File: src/rtl/vram_arbiter.sv
// vram_arbiter
// Shares one synchronous single-port video RAM between VGA scan-out and a host port.
// Every clk cycle exactly one slot owner drives the RAM, in priority order:
//   DISP  (p_tick low, video_on high) -> framebuffer fetch for the current pixel block
//   WRITE (posted-write FIFO not empty) -> drain the FIFO head
//   READ  (FIFO empty, h_rd_req high, previous slot not READ) -> host read
//   IDLE  -> no strobe, address holds
// Ports:
//   clk, reset                 system clock (2x pixel rate), async active-high reset
//   p_tick, video_on           pixel enable and active-area flag from the sync generator
//   pixel_x, pixel_y           current scan position
//   ram_addr/ram_we/ram_wdata  RAM command; ram_rdata returns one cycle after the address
//   h_wr_valid/ready/addr/data posted host write port (valid/ready handshake)
//   h_rd_req/h_rd_addr         blocking host read request (level)
//   h_rd_valid/h_rd_data       one-cycle read response
//   rgb                        registered pixel output
module vram_arbiter #(
    parameter int unsigned AW       = 15,
    parameter int unsigned DW       = 8,
    parameter int unsigned FB_W     = 160,
    parameter int unsigned SCALE_SH = 2,
    parameter int unsigned FW       = 2
) (
    input  logic          clk,
    input  logic          reset,
    input  logic          p_tick,
    input  logic          video_on,
    input  logic [9:0]    pixel_x,
    input  logic [9:0]    pixel_y,
    output logic [AW-1:0] ram_addr,
    output logic          ram_we,
    output logic [DW-1:0] ram_wdata,
    input  logic [DW-1:0] ram_rdata,
    input  logic          h_wr_valid,
    output logic          h_wr_ready,
    input  logic [AW-1:0] h_wr_addr,
    input  logic [DW-1:0] h_wr_data,
    input  logic          h_rd_req,
    input  logic [AW-1:0] h_rd_addr,
    output logic          h_rd_valid,
    output logic [DW-1:0] h_rd_data,
    output logic [DW-1:0] rgb
);

    localparam int unsigned Depth = 1 << FW;
    // Product width: at least 17 bits so the full frame index never wraps before truncation.
    localparam int unsigned PW = (AW > 20) ? AW : 20;

    typedef enum logic [1:0] {
        SlotIdle,
        SlotDisp,
        SlotWrite,
        SlotRead
    } slot_e;

    slot_e slot_d, slot_q;

    logic [AW-1:0] addr_q;
    logic          blank_q;
    logic [DW-1:0] rgb_d, rgb_q;
    logic [AW-1:0] disp_addr;

    logic [AW-1:0] fifo_addr_q [Depth];
    logic [DW-1:0] fifo_data_q [Depth];
    logic [FW-1:0] wr_ptr_q, rd_ptr_q;
    logic [FW:0]   count_q, count_d;
    logic          fifo_empty, fifo_full, push, pop;

    assign disp_addr = AW'(PW'(pixel_y >> SCALE_SH) * PW'(FB_W) + PW'(pixel_x >> SCALE_SH));

    // Write FIFO status; full blocks a push even when the same cycle pops.
    assign fifo_empty = (count_q == '0);
    assign fifo_full  = (count_q == (FW+1)'(Depth));
    assign h_wr_ready = !fifo_full;
    assign push       = h_wr_valid && !fifo_full;
    assign pop        = (slot_d == SlotWrite);

    // Slot selection. Forced to IDLE while reset is asserted so the RAM sees no command.
    always_comb begin
        slot_d = SlotIdle;
        if (reset) begin
            slot_d = SlotIdle;
        end else if (!p_tick && video_on) begin
            slot_d = SlotDisp;
        end else if (!fifo_empty) begin
            slot_d = SlotWrite;
        end else if (h_rd_req && slot_q != SlotRead) begin
            // Back-to-back READ suppressed: a level request held into G+1 must not re-issue.
            slot_d = SlotRead;
        end
    end

    always_comb begin
        ram_addr  = addr_q;
        ram_we    = 1'b0;
        ram_wdata = '0;
        unique case (slot_d)
            SlotDisp:  ram_addr = disp_addr;
            SlotWrite: begin
                ram_addr  = fifo_addr_q[rd_ptr_q];
                ram_wdata = fifo_data_q[rd_ptr_q];
                ram_we    = 1'b1;
            end
            SlotRead:  ram_addr = h_rd_addr;
            default:   ;
        endcase
    end

    always_comb begin
        count_d = count_q;
        if (push && !pop) begin
            count_d = count_q + 1'b1;
        end else if (pop && !push) begin
            count_d = count_q - 1'b1;
        end
    end

    // Pixel register: load after a DISP slot, clear after a blanked fetch slot, else hold.
    always_comb begin
        rgb_d = rgb_q;
        if (slot_q == SlotDisp) begin
            rgb_d = ram_rdata;
        end else if (blank_q) begin
            rgb_d = '0;
        end
    end

    assign h_rd_valid = (slot_q == SlotRead);
    assign h_rd_data  = (slot_q == SlotRead) ? ram_rdata : '0;
    assign rgb        = rgb_q;

    always_ff @(posedge clk or posedge reset) begin
        if (reset) begin
            slot_q   <= SlotIdle;
            addr_q   <= '0;
            blank_q  <= 1'b0;
            rgb_q    <= '0;
            wr_ptr_q <= '0;
            rd_ptr_q <= '0;
            count_q  <= '0;
        end else begin
            slot_q  <= slot_d;
            blank_q <= !p_tick && !video_on;
            rgb_q   <= rgb_d;
            count_q <= count_d;
            if (slot_d != SlotIdle) begin
                addr_q <= ram_addr;
            end
            if (push) begin
                wr_ptr_q <= wr_ptr_q + 1'b1;
            end
            if (pop) begin
                rd_ptr_q <= rd_ptr_q + 1'b1;
            end
        end
    end

    // Storage needs no reset; only the pointers define which entries are live.
    always_ff @(posedge clk) begin
        if (push) begin
            fifo_addr_q[wr_ptr_q] <= h_wr_addr;
            fifo_data_q[wr_ptr_q] <= h_wr_data;
        end
    end

endmodule

File: config.mk
export PLATFORM = sky130hd
export DESIGN_NAME = vram_arbiter
export DESIGN_NICKNAME = d
export VERILOG_FILES = /design/src/rtl/vram_arbiter.sv
export SDC_FILE = /design/constraint.sdc
export NUM_CORES = 1
export LEC_CHECK = 0
export ABC_AREA = 0
export CAP_MARGIN = 5
export CORE_MARGIN = 2
export CORE_UTILIZATION = 55
export DETAILED_ROUTE_END_ITERATION = 10
export GPL_TIMING_DRIVEN = 1
export PLACE_DENSITY = 0.84
export SKIP_CTS_REPAIR_TIMING = 1
export SYNTH_ARGS = -nofsm -noshare
export SYNTH_HDL_FRONTEND = slang
export SYNTH_SLANG_ARGS = --single-unit
File: constraint.sdc
create_clock -name clk -period 10.5 [get_ports clk]
set_clock_uncertainty 0.05 [all_clocks]
set_input_delay 3.15 -clock clk [delete_from_list [all_inputs] [get_ports clk]]
set_output_delay 3.15 -clock clk [all_outputs]
set_load 0.1 [all_outputs]
==> results.py, run 1 <==
metrics = {
    "global_routing": {
        "grt_pass1_wl_mm": 19.6,
        "grt_usage_pct": 23.2,
        "grt_overflow": 0,
        "first_global_vias": 3926,
        "grt_max_degree": 31,
        "antenna_found_initial": 0,
    },
    "timing": {
        "max_freq_mhz": 107,
        "hold_viol_final": 0,
        "rsz0062_at_grt": "no",
        "fin_tns_setup_ns": 0,
        "setup_viol": 0,
        "relSlewSlack_pct": 20.7,
        "period_minus_slack_ns": 9.31,
        "timing.final.max_slew_violations": 0,
        "worst_slew_pin_slew_ns": 1.19,
        "hold-worst-slack_ns": 0.461,
        "fin_crit_sh_pct": 88.7,
    },
    "synthesis": {
        "synth_warnings": 0,
        "synth_area_leaders": "edfxtp_1 48%, dfrtp_1 14%, mux4_2 9.1%",
        "netlist_instances": 385,
        "synth.most_common_cell": "edfxtp_1",
        "synth_edf_count": 92,
        "synth.avg_cell_area_um2": 14.8,
        "synth_fp_nets": 480,
        "ys.flop_type": "edfxtp_1",
        "ys_seq_elements": 125,
        "yosysTopAreaCell": "edfxtp_1",
        "synth_xor_area_share_pct": 2.30,
        "synthDominantCellAreaShare_pct": 48.3,
        "synth_top_family_by_area": "simple AND/OR/NAND/NOR gates",
        "synth_fa_ha_area_share_pct": 5.43,
        "synth_compound_area_share_pct": 7.46,
        "synth-simple-area-share_pct": 10.4,
        "ys_types": 51,
        "ys_async_sr_fraction_pct": 26.4,
        "yosysSeqAreaShare_pct": 62.8,
        "synth_area_um2": 5720,
        "muxShareOfSynthArea_pct": 9.44,
        "yosys-top-cells-count": "92 x edfxtp_1, 33 x dfrtp_1, 32 x nand2_1, 23 x mux4_2, 23 x nor2_1",
    },
    "worst_hold_path": {
        "hp-class": "register to register",
        "min_to": "rgb[7]$_DFFE_PP0P_",
        "whs_path_depth": 2,
        "min_from": "rgb[7]$_DFFE_PP0P_",
    },
    "worst_setup_path": {
        "end_kind": "primary output",
        "path_class": "primary input to primary output",
        "required_ns": 7.30,
        "startpoint": "pixel_y[3]",
        "r2r-end": "count_q[1]$_DFFE_PP0P_",
        "reg2reg_depth": 8,
        "worstPathMaxFanout": 3,
        "worst-endpoint-arrival_ns": 6.11,
        "reg2reg_slack_ns": 7.72,
        "critPathLaunchType": "primary input",
        "r2r_start": "count_q[0]$_DFFE_PP0P_",
    },
    "place": {
        "place_hpwl_mm": 8.11,
        "routabilityCongestion": 0.792,
        "port_buffers": 109,
    },
    "clock_network": {
        "numCtsBuffers": 17,
        "clock_sinks": 125,
        "clk_pin_slew_worst_paths_ns": 0.06,
        "htreeDepth": 4,
        "clkLatencyLatePin_ns": 0.52,
        "root_buffer": "clkbuf_8",
        "clk_path_buf_depth": 2,
        "cts_tree": "yes",
    },
    "finish": {
        "nFillCells": 630,
        "drive_gt1_share_pct": 19.2,
        "area_growth_pct": 30.6,
        "n_antenna_cell": 0,
        "finalNetCount": 597,
    },
    "detailed_routing": {
        "drt-total-wl_mm": 12.1,
        "num_vias": 3685,
        "drc_errors": 0,
        "first_pass_iters": 5,
        "first_iter_violations": 238,
        "via_per_inst": 5.66,
        "routedWlPerCell_um": 18.5,
        "ant_nets": 0,
    },
    "floorplanning": {
        "start_util_pct": 56.1,
        "top_level_ports": 114,
        "chipWidth_um": 106,
        "die_area_um2": 11200,
        "core-area_um2": 10200,
        "dieHeight_um": 106,
        "rows": 37,
    },
    "power_and_ir_drop": {
        "p_per_area_nw_per_um2": 287,
        "ir_worst_vdd_mv": 0.197,
        "p_leak_nw": 2.87,
    },
    "job": {
        "drv_cap": 0,
    },
    "outcome": {
        "status": "completed",
    },
}
-- worst max-delay path: stages --
cell	delay (ns)
clkdlybuf4s50_1	0.47
ha_1	0.31
ha_1	0.16
inv_1	0.05
fa_1	0.40
xnor2_1	0.32
nor4b_4	0.31
nand4_1	0.15
xor2_1	0.20
a221o_1	0.33
buf_4	0.24
-- how the worst max path moves through the flow --
stage	end	slack, ns	cells past startpoint
finish	ram_addr[14]	1.19	11
global route	ram_addr[14]	1.0	11
CTS	ram_addr[14]	1.17	11
detailed placement	ram_addr[14]	1.20	11
global placement	ram_addr[14]	1.22	12
floorplan	ram_addr[11]	0.61	8
-- stage by stage --
stage | setup WS [ns] | util, % | power [mW] | cell area, um2 | instances
3_3_place_gp | 1.22 | 67.7 | 1.57 | 6890 | 619
5_1_grt | 0.997 | 73.3 | 2.23 | 7470 | 651
4_1_cts | 1.17 | 73.3 | 2.16 | 7470 | 651
2_1_floorplan | 0.611 | - | 1.38 | 5720 | 385
6_report | 1.19 | 73.3 | 2.15 | 7470 | 651
3_5_place_dp | 1.20 | 67.7 | 1.59 | 6890 | 619
-- layer usage --
metal | GRT usage (%) | routed length [um]
met5 | 0 | 0
met2 | 38.8 | 6100
met1 | 28.9 | 5050
met4 | 8.93 | 182
met3 | 6.62 | 730
-- kinds of logic (layout without fill, tap and decap cells) --
family | count (synthesis) | in the layout
mux | 25 | 25
fa+ha+maj | 23 | 23
compound gates | 59 | 59
flops | 125 | 125
xor+xnor | 15 | 15
buf+inv | 29 | 159
simple gates | 109 | 109
-- cell usage in the layout, fill, tap and decap left out, types with 11 or more instances in the layout --
master           instances
edfxtp_1                92
clkdlybuf4s50_1         85
dfrtp_1                 33
nand2_1                 32
buf_4                   31
mux4_2                  23
nor2_1                  22
ha_1                    20
clkbuf_16               16
a31oi_1                 12
and3_1                  12
inv_1                   11
-- where the power goes --
group	switching, mW	total, mW	internal (mW)
Combinational	0.585	0.864	0.279
Sequential	0.0663	0.722	0.656
Clock	0.218	0.559	0.340
-- sequential cells by signal, summed over array words and instances, names as in the netlist --
name	flops
addr_q	15
blank_q	1
count_q	3
fifo_addr_q	60
fifo_data_q	32
rd_ptr_q	2
rgb	8
slot_q	2
wr_ptr_q	2
-- layout make-up --
class                           count  area [um2]  share of cell area, %
Sequential cell                   125        3590                   48.1
Timing Repair Buffer              116        1080                   14.5
Clock inverter                     15         159                   2.13
Clock buffer                       17         414                   5.55
Inverter                           11        41.3                  0.553
Multi-Input combinational cell    231        2010                   26.9
Tap cell                          136         170                   2.28
Power figures use the tool's default switching activity.
==> run 2: changes to the inputs <==
Settings changed: CORE_UTILIZATION 55 to 35, PLACE_DENSITY 0.84 to default, RECOVER_POWER from default to 25.
==> run 2 against run 1 <==
Register-to-register slack improved by 0.25 ns. Total power rose by 2.3%. Final area rose by 2.1%. Combinational power up 2%. First-iteration DRC count is 5.9% lower. Die area grew 55%. Worst setup slack better by 0.0026 ns. Non-clock buffer count rose by 1. Critical path type unchanged.
==> results.py, run 2 (synthesis results as in run 1) <==
metrics = {
    "global_routing": {
        "grt_overflow": 0,
        "first_global_vias": 3868,
        "antenna_found_initial": 2,
        "grt_max_degree": 35,
        "grt_usage_pct": 15.5,
        "grt_pass1_wl_mm": 20.8,
    },
    "worst_hold_path": {
        "whs_path_depth": 1,
        "min_from": "count_q[2]$_DFFE_PP0P_",
        "hp-class": "register to register",
        "min_to": "count_q[2]$_DFFE_PP0P_",
    },
    "outcome": {
        "status": "completed",
    },
    "floorplanning": {
        "top_level_ports": 114,
        "core-area_um2": 15900,
        "die_area_um2": 17400,
        "start_util_pct": 35.8,
        "chipWidth_um": 132,
        "dieHeight_um": 132,
        "rows": 46,
    },
    "clock_network": {
        "cts_tree": "yes",
        "clk_pin_slew_worst_paths_ns": 0.05,
        "clk_path_buf_depth": 2,
        "clkLatencyLatePin_ns": 0.41,
        "numCtsBuffers": 17,
        "clock_sinks": 125,
        "root_buffer": "clkbuf_16",
        "htreeDepth": 4,
    },
    "power_and_ir_drop": {
        "ir_worst_vdd_mv": 0.159,
        "p_int_mw": 1.33,
        "p_per_area_nw_per_um2": 288,
        "p_seq_share_pct": 32.3,
        "p_leak_nw": 2.90,
        "swShare_pct": 39.4,
        "p_clk_share_pct": 27.8,
        "finalPower_mw": 2.19,
        "pwr-share-comb_pct": 39.9,
        "p_switching_uw": 864,
    },
    "worst_setup_path": {
        "critPathMaxStageDelay_ns": 0.48,
        "worst-endpoint-arrival_ns": 6.11,
        "reg2reg_depth": 10,
        "reg2reg_slack_ns": 7.97,
        "required_ns": 7.30,
        "critPathLaunchType": "primary input",
        "r2r_start": "count_q[0]$_DFFE_PP0P_",
        "path_class": "primary input to primary output",
        "end_kind": "primary output",
        "crit_slowest_cell": "clkdlybuf4s50_1",
        "crit_chain": "clkdlybuf4s50_1, ha_1, ha_1, inv_1, fa_1, xnor2_1, nor4b_4, nand4_1, xor2_1, a221o_1, buf_4",
        "path_delay_family": "adder cells",
        "crit_top_cell": "ha_1",
        "r2r-end": "count_q[2]$_DFFE_PP0P_",
        "critical_path_buf_inv_count": 3,
        "worstPathMaxFanout": 3,
    },
    "timing": {
        "timing.final.max_slew_violations": 0,
        "fin_tns_setup_ns": 0,
        "worst_slew_pin_slew_ns": 1.02,
        "rsz0062_at_grt": "no",
        "hold-worst-slack_ns": 0.456,
        "max_freq_mhz": 107,
        "relSlewSlack_pct": 31.5,
        "hold_viol_final": 0,
        "fin_crit_sh_pct": 88.6,
        "period_minus_slack_ns": 9.31,
        "setup_viol": 0,
        "final.setup.worst_slack_ns": 1.19,
    },
    "finish": {
        "largest_registers": "fifo_addr_q x60, fifo_data_q x32, addr_q x15",
        "fin_cells": 733,
        "layout_common_cells": "92 x edfxtp_1, 59 x clkdlybuf4s50_1, 33 x dfrtp_1, 32 x nand2_1, 32 x buf_4",
        "stdcell_area_um2": 7620,
        "final_common_cell": "edfxtp_1",
        "largest_reg_flops": 60,
        "area_growth_pct": 33.4,
        "finalNetCount": 598,
        "final_core_util_pct": 47.8,
        "drive_gt1_share_pct": 19.0,
        "regMostFlops": "fifo_addr_q",
    },
    "detailed_routing": {
        "num_vias": 3683,
        "first_pass_iters": 5,
        "routedWlPerCell_um": 17.4,
        "drc_errors": 0,
        "via_per_inst": 5.02,
        "first_iter_violations": 224,
        "ant_nets": 0,
        "drt-total-wl_mm": 12.8,
    },
    "place": {
        "routabilityCongestion": 0.792,
        "port_buffers": 109,
        "dp.cells": 700,
        "place_hpwl_mm": 8.88,
        "placed_area_um2": 7000,
        "pre_cts_ws_ns": 1.21,
    },
    "job": {
        "drv_cap": 0,
    },
}
==> run 2: cell types whose count changed in the layout (fill, tap and decap cells not counted), sizes merged <==
cell and delta:
clkbuf +1, bufinv +2, dlygate4sd3 +26, diode +1, inv -3, clkdlybuf4s50 -26, buf +1
==> run 2: power by group through the flow <==
stage	clock network, mW	logic, mW	registers [mW]
3_5_place_dp	0	0.886	0.722
3_3_place_gp	0	0.876	0.714
6_report	0.610	0.877	0.709
5_1_grt	0.643	0.932	0.724
2_1_floorplan	0	0.641	0.736
4_1_cts	0.620	0.889	0.712
==> run 2: worst max path at each step <==
stage,startpoint,end,slack (ns),depth (start not counted)
floorplan,pixel_y[3],ram_addr[11],0.61,8
global placement,pixel_y[3],ram_addr[14],1.24,12
detailed placement,pixel_y[3],ram_addr[14],1.21,11
CTS,pixel_y[3],ram_addr[14],1.21,11
global route,pixel_y[3],ram_addr[14],0.96,11
finish,pixel_y[3],ram_addr[14],1.19,11
==> run 2: cell type report <==
class / instances / area, um2
fill: 1381 / 8320
antenna: 1 / 2.50
inverter: 11 / 41.3
tap: 216 / 270
multi-input combinational: 231 / 2010
clock buffer: 18 / 429
timing repair buffer: 117 / 1090
sequential: 125 / 3590
clock inverter: 14 / 190
==> run 2: layer usage <==
metal  up-vias  GRT usage [%]  wire (um)
met5         -              0         11
met4         2           4.17        105
met1      1845           19.9       5710
met2       109           25.5       6220
li1       1713              -          -
met3        14           5.15        730
